--- config.mk ---
export PLATFORM = sky130hd
export DESIGN_NAME = seq_divider_32_bit
export DESIGN_NICKNAME = d
export VERILOG_FILES = /design/src/rtl/div_pkg.sv /design/src/rtl/div_step.sv /design/src/rtl/seq_divider_32_bit.sv
export SDC_FILE = /design/constraint.sdc
export NUM_CORES = 1
export LEC_CHECK = 0
export CAP_MARGIN = 0
export CORE_UTILIZATION = 35
export DETAILED_ROUTE_END_ITERATION = 10
export PLACE_DENSITY = 0.66
export SETUP_SLACK_MARGIN = 0.02
export SLEW_MARGIN = 20
export SYNTH_ARGS = -nofsm -noshare
export SYNTH_HDL_FRONTEND = slang
export SYNTH_SLANG_ARGS = --single-unit
--- constraint.sdc ---
create_clock -name clk -period 3.98 [get_ports clk]
set_clock_uncertainty 0.15 [all_clocks]
set_input_delay 0.398 -clock clk [delete_from_list [all_inputs] [get_ports clk]]
set_output_delay 0.398 -clock clk [all_outputs]
set_load 0.05 [all_outputs]
--- src/rtl/div_pkg.sv ---
// Shared definitions for the sequential divider: datapath width and FSM state encodings.
package div_pkg;

    localparam int DIV_W = 32;

    typedef enum logic [1:0] {
        IDLE = 2'd0,
        RUN  = 2'd1,
        FIX  = 2'd2,
        DONE = 2'd3
    } div_state_e;

endpackage

--- src/rtl/div_step.sv ---
// One restoring-division iteration: shift the next dividend bit into the partial remainder,
// trial-subtract the divisor and keep the difference only when it does not go negative.
module div_step
    import div_pkg::*;
#(
    parameter int WIDTH = DIV_W
) (
    input  logic [WIDTH-1:0] r_in,
    input  logic [WIDTH-1:0] q_in,
    input  logic [WIDTH-1:0] d_in,
    output logic [WIDTH-1:0] r_out,
    output logic [WIDTH-1:0] q_out
);

    logic [WIDTH:0] r_shift;
    logic [WIDTH:0] diff;

    // The shifted remainder needs one extra bit, otherwise divisors above 2^(WIDTH-1) lose the carry.
    always_comb begin
        r_shift = {r_in, q_in[WIDTH-1]};
        diff    = r_shift - {1'b0, d_in};
        if (!diff[WIDTH]) begin
            r_out = diff[WIDTH-1:0];
            q_out = {q_in[WIDTH-2:0], 1'b1};
        end else begin
            r_out = r_shift[WIDTH-1:0];
            q_out = {q_in[WIDTH-2:0], 1'b0};
        end
    end

endmodule

--- src/rtl/seq_divider_32_bit.sv ---
// Iterative restoring divider, one quotient bit per clock, start/busy/done handshake.
// Define DIV_SIGNED_EN to add the sgn port and the FIX state for signed operation.
module seq_divider_32_bit
    import div_pkg::*;
#(
    parameter int WIDTH = DIV_W
) (
    input  logic             clk,
    input  logic             rst,
    input  logic             start,
    input  logic [WIDTH-1:0] dividend,
    input  logic [WIDTH-1:0] divisor,
`ifdef DIV_SIGNED_EN
    input  logic             sgn,
`endif
    output logic [WIDTH-1:0] quotient,
    output logic [WIDTH-1:0] remainder,
    output logic             busy,
    output logic             done,
    output logic             div_by_zero
);

    localparam int CNT_W = $clog2(WIDTH) + 1;

    div_state_e       state_q, state_d;
    logic [CNT_W-1:0] cnt_q, cnt_d;
    logic [WIDTH-1:0] r_q, r_d;
    logic [WIDTH-1:0] q_q, q_d;
    logic [WIDTH-1:0] d_q, d_d;
    logic [WIDTH-1:0] quotient_q, quotient_d;
    logic [WIDTH-1:0] remainder_q, remainder_d;
    logic             busy_q, busy_d;
    logic             done_q, done_d;
    logic             dbz_q, dbz_d;

    logic [WIDTH-1:0] r_step, q_step;
    logic [WIDTH-1:0] a_mag, b_mag;

`ifdef DIV_SIGNED_EN
    logic             q_neg_q, q_neg_d;
    logic             r_neg_q, r_neg_d;
    logic             a_neg, b_neg;

    // Signed operands run through the unsigned core as magnitudes; signs are restored in FIX.
    always_comb begin
        a_neg = sgn & dividend[WIDTH-1];
        b_neg = sgn & divisor[WIDTH-1];
        a_mag = a_neg ? (~dividend + 1'b1) : dividend;
        b_mag = b_neg ? (~divisor + 1'b1) : divisor;
    end
`else
    assign a_mag = dividend;
    assign b_mag = divisor;
`endif

    div_step #(.WIDTH(WIDTH)) u_step (
        .r_in  (r_q),
        .q_in  (q_q),
        .d_in  (d_q),
        .r_out (r_step),
        .q_out (q_step)
    );

    always_comb begin
        state_d     = state_q;
        cnt_d       = cnt_q;
        r_d         = r_q;
        q_d         = q_q;
        d_d         = d_q;
        quotient_d  = quotient_q;
        remainder_d = remainder_q;
        busy_d      = busy_q;
        done_d      = 1'b0;
        dbz_d       = dbz_q;
`ifdef DIV_SIGNED_EN
        q_neg_d     = q_neg_q;
        r_neg_d     = r_neg_q;
`endif

        case (state_q)
            IDLE, DONE: begin
                if (start) begin
                    if (divisor == '0) begin
                        state_d     = DONE;
                        quotient_d  = '1;
                        remainder_d = dividend;
                        dbz_d       = 1'b1;
                        busy_d      = 1'b0;
                        done_d      = 1'b1;
                    end else begin
                        state_d = RUN;
                        r_d     = '0;
                        q_d     = a_mag;
                        d_d     = b_mag;
                        cnt_d   = '0;
                        busy_d  = 1'b1;
                        dbz_d   = 1'b0;
`ifdef DIV_SIGNED_EN
                        q_neg_d = a_neg ^ b_neg;
                        r_neg_d = a_neg;
`endif
                    end
                end else if (state_q == DONE) begin
                    state_d = IDLE;
                end
            end

            RUN: begin
                r_d   = r_step;
                q_d   = q_step;
                cnt_d = cnt_q + CNT_W'(1);
                if (cnt_q == CNT_W'(WIDTH - 1)) begin
`ifdef DIV_SIGNED_EN
                    state_d     = FIX;
`else
                    state_d     = DONE;
                    quotient_d  = q_step;
                    remainder_d = r_step;
                    busy_d      = 1'b0;
                    done_d      = 1'b1;
`endif
                end
            end

`ifdef DIV_SIGNED_EN
            // The overflow case needs no special handling: 2^(W-1) negated is itself.
            FIX: begin
                state_d     = DONE;
                quotient_d  = q_neg_q ? (~q_q + 1'b1) : q_q;
                remainder_d = r_neg_q ? (~r_q + 1'b1) : r_q;
                busy_d      = 1'b0;
                done_d      = 1'b1;
            end
`endif

            default: begin
                state_d = IDLE;
                busy_d  = 1'b0;
            end
        endcase
    end

    always_ff @(posedge clk) begin
        if (rst) begin
            state_q     <= IDLE;
            cnt_q       <= '0;
            r_q         <= '0;
            q_q         <= '0;
            d_q         <= '0;
            quotient_q  <= '0;
            remainder_q <= '0;
            busy_q      <= 1'b0;
            done_q      <= 1'b0;
            dbz_q       <= 1'b0;
`ifdef DIV_SIGNED_EN
            q_neg_q     <= 1'b0;
            r_neg_q     <= 1'b0;
`endif
        end else begin
            state_q     <= state_d;
            cnt_q       <= cnt_d;
            r_q         <= r_d;
            q_q         <= q_d;
            d_q         <= d_d;
            quotient_q  <= quotient_d;
            remainder_q <= remainder_d;
            busy_q      <= busy_d;
            done_q      <= done_d;
            dbz_q       <= dbz_d;
`ifdef DIV_SIGNED_EN
            q_neg_q     <= q_neg_d;
            r_neg_q     <= r_neg_d;
`endif
        end
    end

    assign quotient    = quotient_q;
    assign remainder   = remainder_q;
    assign busy        = busy_q;
    assign done        = done_q;
    assign div_by_zero = dbz_q;

endmodule

==> flow_metrics.py <==
metrics = {
    "synthesis": {
        "yosys.area.top_type": "dfxtp_1",
        "synth_area_leaders": "dfxtp_1, nand2_1, a21oi_1",
        "synth_seq_area_share": 0.3908,
        "synth.top_cell.area_share": 0.3908,
        "synth_edf_count": 0,
        "syn-cell-area_um2": 8760,
        "synth_seq_cells": 171,
        "yosysMostFrequentCell": "nand2_1",
        "synth_nets": 1214,
        "synth_warnings": 0,
        "ys_async_sr_fraction": 0,
        "ys_top_cells_by_count": "nand2_1, dfxtp_1, a21oi_1",
        "avgSynthCellArea_um2": 7.892,
        "synth_cell_types": 56,
        "synthCells": 1110,
        "synth_flop_cell": "dfxtp_1",
    },
    "timing": {
        "final-hold-violation-count": 0,
        "slew_viol_final": 0,
        "setup_viol": 0,
        "period_needed_ns": 3.625,
        "setup_slack_ns": 0.3555,
        "tns_ns": 0,
        "tightest_slew_ns": 1.110,
        "whs_ns": 0.2634,
        "slew_headroom": 0.2600,
        "period_share": 0.9107,
        "rsz0062_at_grt": "no",
        "timing.fmax_ghz": 0.2759,
    },
    "die": {
        "ios": 134,
        "start_util": 0.3581,
        "floorplan.die_area_um2": 25660,
        "die_x_um": 160.2,
        "row_count": 57,
        "core_area_um2": 24460,
        "die_h_um": 160.2,
    },
    "grt": {
        "grt_first_pass_wirelength_mm": 40.12,
        "antenna_found_initial": 0,
        "grt.overflow.total": 0,
        "grt_usage": 0.1947,
        "grt_pass1_vias": 7487,
        "grt_max_degree": 91,
    },
    "route": {
        "wl_per_cell_um": 16.04,
        "antenna_left": 0,
        "first_iter_violations": 505,
        "drc": 0,
        "drt-total-wl_mm": 24.92,
        "first_pass_iters": 5,
        "vias_per_cell": 5.220,
        "vias": 8112,
    },
    "placement": {
        "io_buffer_count": 133,
        "post_dp_cell_area_um2": 10370,
        "dp_hpwl_mm": 18.17,
        "place.gp.congestion": 0.8558,
        "dp_cells": 1515,
        "dp_slack_ns": 0.2456,
    },
    "worst_setup_path": {
        "critPathBufInv": 5,
        "start_kind": "flip-flop",
        "cp-end-kind": "flip-flop",
        "critPathSlowestCell": "dfxtp_1",
        "critPathTopFamily": "compound AO/OA/AOI/OAI gates",
        "crit_fanout": 8,
        "crit_required_ns": 4.17,
        "path_class": "flip-flop to flip-flop",
        "cp_data_arrival_time_ns": 3.81,
        "worstPathCellList": "inv_1 -> ha_1 -> inv_1 -> fa_1 -> a21oi_1 -> o211ai_1 -> nand2_2 -> a2111oi_4 -> o211ai_1 -> a211o_1 -> a22oi_4 -> buf_12 -> buf_12 -> buf_4 -> mux2i_1 -> nand2_1 -> a211oi_1",
        "critPathMaxStageDelay_ns": 0.33,
    },
    "clocking": {
        "htree_levels": 4,
        "cts_made_buffers": 17,
        "clkSlewWorstSetupHoldPaths_ns": 0.07,
        "clk_latency_ns": 0.43,
        "cts-root-buf": "clkbuf_16",
        "clock-sinks": 171,
        "cts_tree": "done",
        "ctsHoldBuffers": 0,
        "clock_path_buffers": 2,
    },
    "outcome": {
        "outcome": "complete, no violations",
    },
    "final_layout": {
        "area_growth_pct": 26.32,
        "fin_util": 0.4524,
        "final_cells": 1554,
        "antenna_cells": 0,
        "nets": 1321,
        "fillers": 2443,
        "drive_gt1_frac": 0.05447,
        "regArea_um2": 3423,
        "multi_input_area_um2": 4925,
        "design_area_um2": 11070,
    },
    "power_and_ir_drop": {
        "p_sw_frac": 0.4075,
        "pwr-share-seq": 0.337,
        "finalPower_mw": 6.470,
        "pwr-share-clk": 0.258,
        "p_leak_nw": 4.364,
        "cellPowerDensity_nw_per_um2": 584.7,
        "peakVddDrop_mv": 0.3116,
        "combPwrFrac": 0.406,
        "intPower_mw": 3.834,
        "p_sw_mw": 2.636,
    },
    "flow_run": {
        "drv_cap": 0,
    },
    "worst_hold_path": {
        "min_path_type": "input port to flip-flop",
    },
}
power by group through the flow:
| stage | Sequential (mW) | Clock [mW] | Combinational, mW |
|---|---|---|---|
| floorplan | 2.47 | 0 | 1.57 |
| global placement | 2.21 | 0 | 2.57 |
| detailed placement | 2.22 | 0 | 2.58 |
| CTS | 2.18 | 1.70 | 2.59 |
| global route | 2.22 | 1.79 | 2.87 |
| finish | 2.18 | 1.67 | 2.62 |
placed cells by master, fill, tap and decap left out, drive strengths merged, types with 2 or more instances in the layout:
master	n
a21oi	129
dfxtp	171
and4	4
nor4	11
nand2b	6
o21a	6
a31oi	10
xnor2	16
mux2	3
a22o	6
a22oi	2
clkinvlp	2
nor3	12
buf	23
o21ai	80
nand3	13
a21o	12
inv	51
nand4	5
and3	8
xor2	14
a21boi	2
nor2b	7
o211ai	8
a221oi	2
nor2	118
clkdlybuf4s50	132
or3	2
clkinv	6
mux2i	54
ha	36
nand2	177
a31o	2
a311oi	2
o31ai	2
a211oi	57
a2111oi	2
o21bai	4
clkbuf	19
and2	2
kinds of logic (layout without fill, tap and decap cells):
group,count (synthesis),after routing,share of synthesized area
xor gates and xnor gates,30,30,0.03000
adders and majority gates,37,37,0.05371
DFF,171,171,0.3908
and+or+nand+nor,368,368,0.1768
muxes,57,57,0.06556
AOI/OAI and AO/OA,333,333,0.2313
buffers and inverters,114,234,0.05185
sequential cells by signal, indices dropped and copies added (netlist names):
register	count
d_q	32
r_q	32
remainder	32
busy	1
cnt_q	6
state_q	2
quotient	32
div_by_zero	1
q_q	32
done	1
cell type report:
type / instances / area share
tap: 324 / 0.03664
clock buffer: 18 / 0.03969
timing repair buffer: 156 / 0.1399
multi-input combinational: 825 / 0.4450
clock inverter: 14 / 0.01379
inverter: 46 / 0.01560
sequential: 171 / 0.3094
layer usage:
metal / part of all wire / track usage
met4: 0.014 / 0.05108
met5: 0 / 0
met3: 0.055 / 0.03636
met2: 0.42 / 0.2824
met1: 0.51 / 0.2911
timing repair:
item / CTS / global route
setup buffers: 0 / 6
endpoints found under the setup margin: 0 / 19
resized for setup: 0 / 5
worst paths after layout:
check                                  from            to  slack [ns]  cells after the start
worst min register to register  quotient[4]   quotient[4]        0.30                      2
worst max-delay path                q_q[31]  remainder[0]        0.36                     17
worst min-delay path                    rst   div_by_zero        0.26                      2
worst max register to register      q_q[31]  remainder[0]        0.36                     17
No activity file was read; power rests on OpenSTA's default activity.
